### src/rtl/pc_stack_if.sv
// pc_stack_if -- control/status bundle for the pc_stack program counter.
//
// The master side (the sequencer driving the PC) issues the per-cycle
// commands and the jump/call target. The slave side (pc_stack) returns
// the registered PC, the stack pointer and the status/error flags.
//
// Signals:
//   pcen, load, call, ret, clr_err  master -> slave  one-cycle commands
//   in_addr  [AW-1:0]               master -> slave  jump/call target
//   a        [AW-1:0]               slave -> master  current PC (registered)
//   halt                            slave -> master  a is all ones
//   sp       [SPW-1:0]              slave -> master  valid stack entries
//   full, empty                     slave -> master  sp == DEPTH / sp == 0
//   ovf, unf                        slave -> master  sticky push-when-full / pop-when-empty
interface pc_stack_if #(
  parameter int AW  = 8,
  parameter int SPW = 3
);
  logic          pcen;
  logic          load;
  logic          call;
  logic          ret;
  logic          clr_err;
  logic [AW-1:0] in_addr;

  logic [AW-1:0]  a;
  logic           halt;
  logic [SPW-1:0] sp;
  logic           full;
  logic           empty;
  logic           ovf;
  logic           unf;

  modport master (
    output pcen, load, call, ret, clr_err, in_addr,
    input  a, halt, sp, full, empty, ovf, unf
  );

  modport slave (
    input  pcen, load, call, ret, clr_err, in_addr,
    output a, halt, sp, full, empty, ovf, unf
  );
endinterface

### src/rtl/pc_stack.sv
// pc_stack -- saturating program counter with a return-address stack.
//
// One PC operation per cycle, priority reset > ret > call > load > pcen > hold.
// call pushes (a+1) mod 2^AW and jumps to in_addr; ret pops into the PC.
// The counter saturates at all ones instead of wrapping. Overflow (call
// while full) and underflow (ret while empty) set sticky flags that
// clr_err clears; a flag being set in the same cycle beats the clear.
//
// Ports:
//   clk    rising-edge clock
//   reset  synchronous active-high reset (PC, SP and flags only)
//   bus    pc_stack_if.slave: commands in, a/halt/sp/full/empty/ovf/unf out
module pc_stack #(
  parameter int AW    = 8,
  parameter int DEPTH = 4,
  parameter int SPW   = $clog2(DEPTH + 1)
) (
  input  logic        clk,
  input  logic        reset,
  pc_stack_if.slave   bus
);

  // Index width for the storage array; padded to a power of two so any
  // IW-bit index is in range. Entries at or above DEPTH are never written.
  localparam int IW = (DEPTH > 1) ? $clog2(DEPTH) : 1;

  logic [AW-1:0]  a_q, a_d;
  logic [SPW-1:0] sp_q, sp_d;
  logic           ovf_q, ovf_d;
  logic           unf_q, unf_d;
  logic           push;

  logic [AW-1:0]  stack_q [2**IW];
  logic [IW-1:0]  push_idx;
  logic [IW-1:0]  top_idx;
  logic           halt;
  logic           full;
  logic           empty;

  assign halt     = &a_q;
  assign full     = (sp_q == SPW'(DEPTH));
  assign empty    = (sp_q == '0);
  assign push_idx = IW'(sp_q);
  assign top_idx  = IW'(sp_q - SPW'(1));

  always_comb begin
    // NOTE: every variable gets a default before any branch; a path that
    // leaves one unassigned would infer a latch.
    a_d   = a_q;
    sp_d  = sp_q;
    ovf_d = ovf_q;
    unf_d = unf_q;
    push  = 1'b0;

    // Clear first so a flag set further down in this cycle wins.
    if (bus.clr_err) begin
      ovf_d = 1'b0;
      unf_d = 1'b0;
    end

    if (bus.ret) begin
      // A concurrent call is ignored entirely: no push, no flag.
      if (!empty) begin
        a_d  = stack_q[top_idx];
        sp_d = sp_q - SPW'(1);
      end else begin
        unf_d = 1'b1;
      end
    end else if (bus.call) begin
      if (!full) begin
        push = 1'b1;
        sp_d = sp_q + SPW'(1);
        a_d  = bus.in_addr;
      end else begin
        ovf_d = 1'b1;
      end
    end else if (bus.load) begin
      a_d = bus.in_addr;
    end else if (bus.pcen && !halt) begin
      a_d = a_q + AW'(1);
    end
  end

  // NOTE: state flops use non-blocking assignments so every flop samples
  // the pre-edge values of the others.
  always_ff @(posedge clk) begin
    if (reset) begin
      a_q   <= '0;
      sp_q  <= '0;
      ovf_q <= 1'b0;
      unf_q <= 1'b0;
    end else begin
      a_q   <= a_d;
      sp_q  <= sp_d;
      ovf_q <= ovf_d;
      unf_q <= unf_d;
    end
  end

  // NOTE: the stack storage has no reset; entries at or above sp are never
  // read, so their power-up contents are irrelevant.
  always_ff @(posedge clk) begin
    if (push && !reset) begin
      stack_q[push_idx] <= a_q + AW'(1);
    end
  end

  assign bus.a     = a_q;
  assign bus.halt  = halt;
  assign bus.sp    = sp_q;
  assign bus.full  = full;
  assign bus.empty = empty;
  assign bus.ovf   = ovf_q;
  assign bus.unf   = unf_q;

endmodule

### src/flat_wrapper.sv
// flat-port wrapper written by rule: the top's interface ports become plain ports
module pc_stack_flat 
#(
  parameter int AW    = 8,
  parameter int DEPTH = 4,
  parameter int SPW   = $clog2(DEPTH + 1)
)
  (clk, reset, bus_pcen, bus_load, bus_call, bus_ret, bus_clr_err, bus_in_addr, bus_a, bus_halt, bus_sp, bus_full, bus_empty, bus_ovf, bus_unf);
  pc_stack_if #(.AW(AW), .SPW(SPW)) bus_i ();
  input  logic clk;
  input  logic reset;
  input wire logic [$bits(bus_i.pcen)-1:0] bus_pcen;
  input wire logic [$bits(bus_i.load)-1:0] bus_load;
  input wire logic [$bits(bus_i.call)-1:0] bus_call;
  input wire logic [$bits(bus_i.ret)-1:0] bus_ret;
  input wire logic [$bits(bus_i.clr_err)-1:0] bus_clr_err;
  input wire logic [$bits(bus_i.in_addr)-1:0] bus_in_addr;
  output wire logic [$bits(bus_i.a)-1:0] bus_a;
  output wire logic [$bits(bus_i.halt)-1:0] bus_halt;
  output wire logic [$bits(bus_i.sp)-1:0] bus_sp;
  output wire logic [$bits(bus_i.full)-1:0] bus_full;
  output wire logic [$bits(bus_i.empty)-1:0] bus_empty;
  output wire logic [$bits(bus_i.ovf)-1:0] bus_ovf;
  output wire logic [$bits(bus_i.unf)-1:0] bus_unf;
  assign bus_i.pcen = bus_pcen;
  assign bus_i.load = bus_load;
  assign bus_i.call = bus_call;
  assign bus_i.ret = bus_ret;
  assign bus_i.clr_err = bus_clr_err;
  assign bus_i.in_addr = bus_in_addr;
  assign bus_a = bus_i.a;
  assign bus_halt = bus_i.halt;
  assign bus_sp = bus_i.sp;
  assign bus_full = bus_i.full;
  assign bus_empty = bus_i.empty;
  assign bus_ovf = bus_i.ovf;
  assign bus_unf = bus_i.unf;
  pc_stack #(.AW(AW), .DEPTH(DEPTH), .SPW(SPW)) u_core (.clk(clk), .reset(reset), .bus(bus_i));
endmodule
### config.mk
export PLATFORM = sky130hd
export DESIGN_NAME = pc_stack_flat
export DESIGN_NICKNAME = d
export VERILOG_FILES = /design/src/rtl/pc_stack_if.sv /design/src/rtl/pc_stack.sv /design/src/flat_wrapper.sv
export SDC_FILE = /design/constraint.sdc
export NUM_CORES = 1
export LEC_CHECK = 0
export CAP_MARGIN = 20
export CORE_ASPECT_RATIO = 1.1
export CORE_UTILIZATION = 50
export CTS_CLUSTER_SIZE = 40
export DETAILED_ROUTE_END_ITERATION = 8
export HOLD_SLACK_MARGIN = 0.12
export PLACE_DENSITY = 0.74
export SYNTH_ARGS = -nofsm -noshare
export SYNTH_HDL_FRONTEND = slang
export SYNTH_SLANG_ARGS = --single-unit
### constraint.sdc
create_clock -name clk -period 2.46 [get_ports clk]
set_input_delay 0.738 -clock clk [delete_from_list [all_inputs] [get_ports clk]]
set_output_delay 0.738 -clock clk [all_outputs]
set_load 0.005 [all_outputs]
After elaboration in Yosys (flattened, before gate mapping)
Memory sizes are Yosys's and may differ from the RTL's.
Index checks and enable logic that the tools add are counted.
{"block": "totals", "reg_bits": 13, "ramBits": 32, "inputBits": 15, "output_inout_bits": 16, "word_cells": 44, "n_memories": 1}
{"block": "op_classes", "n_addsub": 3, "n_eq_ne": 4, "mux": 22, "reduce_logical": 10}
{"memory": "u_core.stack_q", "depth": 4, "word_bits": 8, "read_ports": 1, "rd_ports_with_merged_regs": 0, "wr": 1, "line_no": "pc_stack.sv:33", "rtl": "logic [AW-1:0] stack_q [2**IW];"}
{"operator": "2-to-1 mux 8 bit", "count": 6}
{"operator": "2-to-1 mux 1 bit", "count": 12}
{"operator": "2-to-1 mux 3 bit", "count": 4}
{"operator": "adder 8 x 1 -> 8 bit (second input constant)", "count": 1}
{"operator": "AND reduction 8 bit", "count": 1}
{"operator": "AND reduction 3 bit", "count": 2}
{"operator": "!= test 2 bit (second input constant)", "count": 2}
{"operator": "nonzero test 4 bit", "count": 1}
{"operator": "adder 3 x 1 -> 3 bit (second input constant)", "count": 1}
{"operator": "equality test 3 bit (second input constant)", "count": 1}
{"operator": "logical NOT 3 bit", "count": 1}
{"operator": "!= test 3 bit (second input constant)", "count": 1}
{"operator": "subtractor 3 x 1 -> 3 bit (second input constant)", "count": 1}
{"operator": "logical AND 1 bit", "count": 2}
{"operator": "logical NOT 1 bit", "count": 2}
{"operator": "nonzero test 2 bit", "count": 1}

Logic depth before layout (Yosys ltp)
{"block": "logic_depth", "ltp_word": 7, "depth_mapped": 8, "depth_no_buf": 6}

Worst setup path before layout
Ideal clock, no wire load.
{"block": "synth_timing", "path_type": "register to register", "from": "reg u_core.sp_q[0] (netlist: u_core.bus.sp[0])", "to": "mem u_core.stack_q[0][0], enable pin", "arrival_time_ps": 1890, "required_time_ps": 2128, "setup_slack_ps": 238, "stages_incl_launch_ff": 7, "n_path_buf": 1, "synth_period_minus_slack_ps": 2222, "path_cell_list": "dfxtp_1 buf_2 inv_1 ha_1 and2_1 nor4b_1 and2_1"}
{"block": "synth_between", "elab_chain_len": 7}
{"element": "start: declaration", "line_no": "pc_stack.sv:28", "rtl": "logic [SPW-1:0] sp_q, sp_d;"}
{"element": "start signal: assignment", "line_no": "pc_stack.sv:94", "rtl": "sp_q <= sp_d;"}
{"element": "equality test 3 bit", "line_no": "pc_stack.sv:41", "rtl": "assign full = (sp_q == SPW'(DEPTH));"}
{"element": "named net bus_full", "line_no": "flat_wrapper.sv:21", "rtl": "output wire logic [$bits(bus_i.full)-1:0] bus_full;"}
{"element": "2-to-1 mux 1 bit", "line_no": "pc_stack.sv:70", "rtl": "if (!full) begin"}
{"element": "2-to-1 mux 1 bit", "line_no": "pc_stack.sv:69", "rtl": "end else if (bus.call) begin"}
{"element": "2-to-1 mux 1 bit", "line_no": "pc_stack.sv:61", "rtl": "if (bus.ret) begin"}
{"element": "logical AND 1 bit", "line_no": "pc_stack.sv:103", "rtl": "if (push && !reset) begin"}
{"element": "2-to-1 mux 1 bit", "line_no": "pc_stack.sv:103"}
{"element": "2-to-1 mux 1 bit (not written as such)", "line_no": "pc_stack.sv:104", "rtl": "stack_q[push_idx] <= a_q + AW'(1);"}
{"element": "end: declaration", "line_no": "pc_stack.sv:33"}
The timed path passes the listed nets, and every way through them passes these cells.

Worst setup path after layout
{"block": "layout_timing", "from": "reg u_core.a_q[1] (netlist: u_core.bus.a[1])", "to": "out bus_halt"}
{"block": "layout_between", "elab_chain_len": 1}
{"element": "start: declaration", "line_no": "pc_stack.sv:27", "rtl": "logic [AW-1:0] a_q, a_d;"}
{"element": "start signal: assignment", "line_no": "pc_stack.sv:88", "rtl": "a_q <= '0;"}
{"element": "start signal: assignment", "line_no": "pc_stack.sv:93", "rtl": "a_q <= a_d;"}
{"element": "AND reduction 8 bit", "line_no": "pc_stack.sv:40", "rtl": "assign halt = &a_q;"}
{"element": "end: declaration", "line_no": "flat_wrapper.sv:19", "rtl": "output wire logic [$bits(bus_i.halt)-1:0] bus_halt;"}
Every way passes these cells.

==> impl_metrics.ini <==
[placed_design]
preCtsSetupSlack_ns = -0.001728
io_buffers = 30
post-dp-hpwl_um = 3348
gp_congestion = 0.8245

[clocking]
htreeDepth = 2
clkSlewWorstSetupHoldPaths_ns = 0.09
cts_buffer_depth = 2
cts-root-buf = clkbuf_8
clk_latency_ns = 0.31
numCtsBuffers = 5
cts_tree = built
cts_sinks = 45

[global_routing]
antenna_found_initial = 0
grt_pass1_vias = 1546
grt-ovfl-total = 0
grt_max_degree = 16
grt.total_usage = 0.2306
grt_pass1_wl_um = 7652

[timing]
min_period_over_period = 0.9595
slew_violations = 0
finalSetupTns_ns = 0
setup_viol = 0
setup_ws_ns = 0.09961
worstMarginPinSlew_ns = 0.4685
maxClockFrequency_mhz = 423.7
min_period_ns = 2.360
rsz0062_at_grt = false
whs_ns = 0.4971
fin_skew_ns = 0.01097
hold_viol_final = 0
slew_headroom = 0.6837

[logic_synthesis]
synth-edff-count = 32
seq_area_frac_synth = 0.5648
synthArstFlopShare = 0
ys.warnings.count = 0
synthTopCellsByArea = edfxtp_1, dfxtp_1, mux4_2, a311oi_2, ha_1
synth.most_common_cell = edfxtp_1
syn_inst = 163
syn_area_um2 = 2162
synth_nets = 184
ys.flop_type = edfxtp_1
synth_top_cell_area_share = 0.4444
syn_area_per_cell_um2 = 13.26
ys_seq_elements = 45
synth.distinct_cells = 42
yosys-top-cells-count = edfxtp_1, dfxtp_1, nand2_1
yosysTopAreaCell = edfxtp_1

[die]
core_um2 = 4054
start_util = 0.5333
die_y_um = 70.97
io_pins = 31
rows = 24
die_area_um2 = 4592
die_w_um = 64.70

[detailed_routing]
route.detailed.drc = 0
ant_nets = 0
drt-initial-drc-count = 164
via_per_inst = 5.725
routed_wl_um = 4635
wire_per_inst_um = 17.69
vias = 1500
dr.pass1.iters = 4

[critical_path]
cpPeakStageDelay_ns = 0.51
critPathKind = reg -> out
endpoint_kind = primary output
start_kind = flop
crit_slowest_cell = clkdlybuf4s50_1
critPathRequiredTime_ns = 1.72
path_max_fanout = 5
path_delay_family = buffers and inverters
cp_cell_sequence = ha_4 -> nand3_4 -> nor2_1 -> clkdlybuf4s50_1
cp.arrival_ns = 1.62
path_buf_inv = 1

[pwr]
vdd_drop_max_mv = 0.5010
power.leakage_nw = 0.9683
power_density_nw_per_um2 = 1047
report.power.total_mw = 2.940

[final_layout]
diodes = 0
final.fill_count = 284
fin_nets = 230
area_delta_synth_final_pct = 29.92
layout-drive-gt1-share = 0.2524
final_util = 0.6929

[worst_hold_path]
hp-class = reg -> reg

[job]
maxCapViolCount = 0

[status]
outcome = finished, final reports clean
## layout by cell type (no fill, tap or decap), types with 2 or more instances in the layout
cell / Yosys / layout
a211oi_1: 2 / 2
a21oi_1: 10 / 10
a311oi_2: 7 / 7
a31o_2: 2 / 2
and2_1: 5 / 5
buf_12: 0 / 4
buf_4: 0 / 12
clkbuf_8: 0 / 5
clkdlybuf4s50_1: 0 / 30
dfxtp_1: 13 / 9
dfxtp_2: 0 / 3
edfxtp_1: 32 / 32
ha_1: 6 / 4
ha_4: 0 / 2
inv_1: 6 / 6
mux4_2: 8 / 8
nand2_1: 13 / 13
nand3_1: 2 / 2
nand4_1: 2 / 2
nor2_1: 11 / 11
o211ai_1: 2 / 2
o21a_1: 2 / 2
o21ai_0: 5 / 5
or3_1: 3 / 3
xnor2_1: 5 / 5
xor2_1: 2 / 2
## where the power goes
part           switching (mW)  internal (mW)
combinational           0.564          0.662
clock                   0.263          0.304
sequential              0.134           1.01
total                   0.961           1.98
## area by class of cell
type,count,area [um2],share of cell area
Tap cell,52,65.06,0.02316
Inverter,6,22.52,0.008018
Clock buffer,5,68.82,0.02450
Clock inverter,3,46.29,0.01648
Multi-Input combinational cell,105,907.1,0.3229
Sequential cell,45,1229,0.4374
Timing Repair Buffer,46,470.5,0.1675
## per-layer routing
layer / track usage / share of wire / wire length (um)
met5: 0 / 0 / 0
met2: 0.3947 / 0.53 / 2466
met3: 0.05484 / 0.044 / 204
met1: 0.2834 / 0.41 / 1900
met4: 0.07901 / 0.014 / 63
## registers in the layout, summed over array words and instances, names as in the netlist
| register | count |
|---|---|
| u_core.stack_q | 32 |
| u_core.bus.a | 8 |
| u_core.bus.sp | 3 |
| u_core.bus.ovf | 1 |
| u_core.bus.unf | 1 |
## timing repair
item                       4_1_cts  5_1_grt
hold endpoints to repair         0        0
hold buffers                     0        0
buffers inserted                 0        0
pin swaps                        0        0
gates resized for setup          4        6
setup endpoints to repair        3        3
## cell families (layout without fill, tap and decap cells)
| logic type | Yosys count | after routing | share of synthesized area |
|---|---|---|---|
| simple gates | 49 | 49 | 0.1233 |
| flops | 45 | 45 | 0.5648 |
| compound gates | 34 | 34 | 0.1302 |
| buf+inv | 13 | 60 | 0.03067 |
| mux | 9 | 9 | 0.08796 |
| xor+xnor | 7 | 7 | 0.02836 |
| fa+ha+maj | 6 | 6 | 0.03472 |
## worst paths after layout
check / from / end / slack, ns / cells after the start
max: u_core.bus.a[1] / bus_halt / 0.1 / 4
min: u_core.bus.ovf / u_core.bus.ovf / 0.50 / 2
max reg2reg: u_core.bus.sp[1] / u_core.stack_q[1][7] / 0.45 / 7
min reg2reg: u_core.bus.ovf / u_core.bus.ovf / 0.50 / 2
## worst min-delay path: cells and delay by family, from the launching register on
kind / cells / cell delay [ns]
flops: 1 / 0.34
simple gates: 1 / 0.07
compound gates: 1 / 0.06
## stage by stage
stage               area (um2)  instances
floorplan                 2162        163
global placement          2654        254
detailed placement        2654        254
CTS                       2783        262
global route              2809        262
finish                    2809        262
(Power assumes the default switching activity.)
==> RTL change: new RTL, same settings <==
Make the reset (`reset`) asynchronous in one clocked block. Comments in the files are not updated.
--- a/src/rtl/pc_stack.sv
+++ b/src/rtl/pc_stack.sv
@@ -83,7 +83,7 @@
 
   // NOTE: state flops use non-blocking assignments so every flop samples
   // the pre-edge values of the others.
-  always_ff @(posedge clk) begin
+  always_ff @(posedge clk or posedge reset) begin
     if (reset) begin
       a_q   <= '0;
       sp_q  <= '0;
Check against the original RTL: differs if reset is asserted again (counterexample within 4 cycles, from zero or initial values and one cycle with reset high); with reset held inactive, the same outputs for 10 cycles.
==> RTL change against the original RTL <==
Sequential cell count did not move. First-iteration DRC count shrank 45%. Routed wire length increased by 8.3%. Count of clock-buffer cells in the layout is 1 higher. Via count grew 3.2%. Synthesized area up 1.1%. Cell count increased by 4.6%. Setup slack worse by 0.033 ns. Power up 9.8%. Fmax shrank 1.4%. Sequential share of layout area rose by 1.0 points. Design area up 2.3%. Utilization rose by 1.1 points. Critical endpoint is now bus_full. Largest power group unchanged.
==> RTL change: results (changes against the original RTL) <==
- Global-route usage over all layers: 0.234 (+0.00298)
- Post-synthesis sequential area ratio: 0.588 (+0.0236)
- Per-cell via count in the routed design: 5.65 (-1.3%)
- Largest cells by area after synthesis: edfxtp_1, dfrtp_1, mux4_2, ha_1, o21ai_0
- Worst skew pair latency: 0.30 ns
- Post-synthesis cell type count: 41 (-2.4%)
- Critical Path Slowest Stage Cell: clkdlybuf4s50_1
- Family of cells with the greatest summed delay on the critical path: buffers and inverters
- DRC violation total after the first TritonRoute iteration: 91 (-45%)
- Net count reported at finish: 242 (+5.2%)
- Dominant synthesized flop cell: edfxtp_1
- Wire length per cell: 18.3 um (+3.5%)
- Placed Area: 2710 sq um (+2.2%)
- Arrival time at the worst endpoint: 1.66 ns (+0.04 ns)
- Most used standard cells in the synthesized netlist: edfxtp_1, dfrtp_1, nand2_1, o21ai_0, nor2_1
- Via count of the first global-routing pass: 1574 (+1.8%)
- Antenna cell count: 0 (unchanged)
- Longest individual stage delay on the worst path: 0.50 ns
- Post-Place Worst Slack: 0.0221 ns (+0.0238 ns)
- Worst Skew: 0.0130 ns (+0.00203 ns)
- Yosys warnings: 0 (unchanged)
- Routability-driven placement congestion ratio: 1.01 (+23%)
- Count of cells along the worst hold path: 1 (-1)
- Number of H-tree branching levels: 2 (unchanged)
- Worst-case vdd ir drop: 0.637 mV (+27%)
- Leakage power of the design: 1.13 nW (+17%)
- Post-DP HPWL: 3620 um (+8.1%)
- CP Max Fanout: 6 (+1)
- Fill cell total of the finished layout: 308 (+8.5%)
- Outcome: complete, no violations
- Maximum number of pins on one net before global-route repair: 16 (unchanged)
- Clock buffers created by TritonCTS: 5 (unchanged)
- Share of flip-flops with an asynchronous set or reset: 0.289 (+0.289)
- Wire length of the first global-routing pass: 7820 um (+2.2%)
- # port buffers: 30 (unchanged)
- Internal: 2.19 mW (+11%)
- HP Class: reg2reg
- Register ranked first by flip-flop count: u_core.stack_q
- Layout cell share with drive strength beyond 1: 0.266 (+0.0134)
- Worst slew slack as a fraction of its limit: 0.628 (-0.0553)
- Post-Syn Nets: 181 (-1.6%)
- Number of remaining DRC errors: 0 (unchanged)
- Reg2Reg Depth: 8 (+1)
## RTL change: cell count changes after synthesis, sizes merged, moves of 7 or more
cell	before	now
dfrtp	0	13
a311oi	7	0
dfxtp	13	0
o21ai	5	12
## RTL change: area by class of cell
type	count	area, sq um	area share
repair buffers	60	537	0.187
inverters	8	30.0	0.0105
clock inverters	2	35.0	0.0122
multi-input cells	101	847	0.295
clock buffers	6	72.6	0.0253
flip-flops and latches	45	1290	0.448
well taps	52	65.1	0.0226
## RTL change: path summary, 6_finish.rpt
path / startpoint / end / slack [ns]
worst max-delay path: u_core.bus.sp[1]$_DFFE_PP0P_ / bus_full / 0.07
worst min-delay path: u_core.bus.ovf$_DFF_PP0_ / u_core.bus.ovf$_DFF_PP0_ / 0.52
worst max register to register: u_core.bus.a[1]$_DFFE_PP0P_ / u_core.bus.a[7]$_DFFE_PP0P_ / 0.51
worst min register to register: u_core.bus.ovf$_DFF_PP0_ / u_core.bus.ovf$_DFF_PP0_ / 0.52
max in group asynchronous: reset / u_core.bus.sp[2]$_DFFE_PP0P_ / 1.26
min in group asynchronous: reset / u_core.bus.a[4]$_DFFE_PP0P_ / 0.82
## RTL change: power by group through the flow
stage / Sequential (mW) / Combinational (mW) / Clock (mW)
floorplan: 1.22 / 0.739 / 0
global placement: 1.18 / 1.35 / 0
detailed placement: 1.19 / 1.39 / 0
CTS: 1.18 / 1.45 / 0.549
global route: 1.20 / 1.62 / 0.576
finish: 1.18 / 1.50 / 0.544
## RTL change: what timing repair did
action | CTS | global route
pin swaps | 0 | 1
setup buffers | 0 | 5
resized for setup | 7 | 1
endpoints found under the setup margin | 3 | 1
## RTL change: stage by stage
stage	hold WS, ns	std cells	power [mW]
final	0.521	274	3.23
after global routing	0.543	274	3.39
after CTS	0.525	269	3.18
after detailed placement	0.508	261	2.58
after global placement	0.477	261	2.53
after floorplan	0.487	160	1.96
## RTL change: cell families after synthesis
logic type | Yosys count | share of synthesized area
adder cells (fa/ha/maj) | 6 | 0.0343
AND/OR/NAND/NOR | 41 | 0.0945
XOR/XNOR | 10 | 0.0401
flip-flops | 45 | 0.588
multiplexers | 13 | 0.109
buffers and inverters | 14 | 0.0321
AO/OA/AOI/OAI | 31 | 0.102
## RTL change: routing by layer
metal,wire length [um],global-route usage
met3,278,0.0446
met5,0,0
met2,2580,0.400
met1,2080,0.298
met4,79,0.0797
## RTL change: worst reg2reg max path: cells and delay by family (launching register included)
| family | cells | cell delay [ns] |
|---|---|---|
| flops | 1 | 0.47 |
| fa+ha+maj | 1 | 0.21 |
| compound gates | 3 | 0.49 |
| simple gates | 2 | 0.31 |
| buf+inv | 2 | 0.34 |
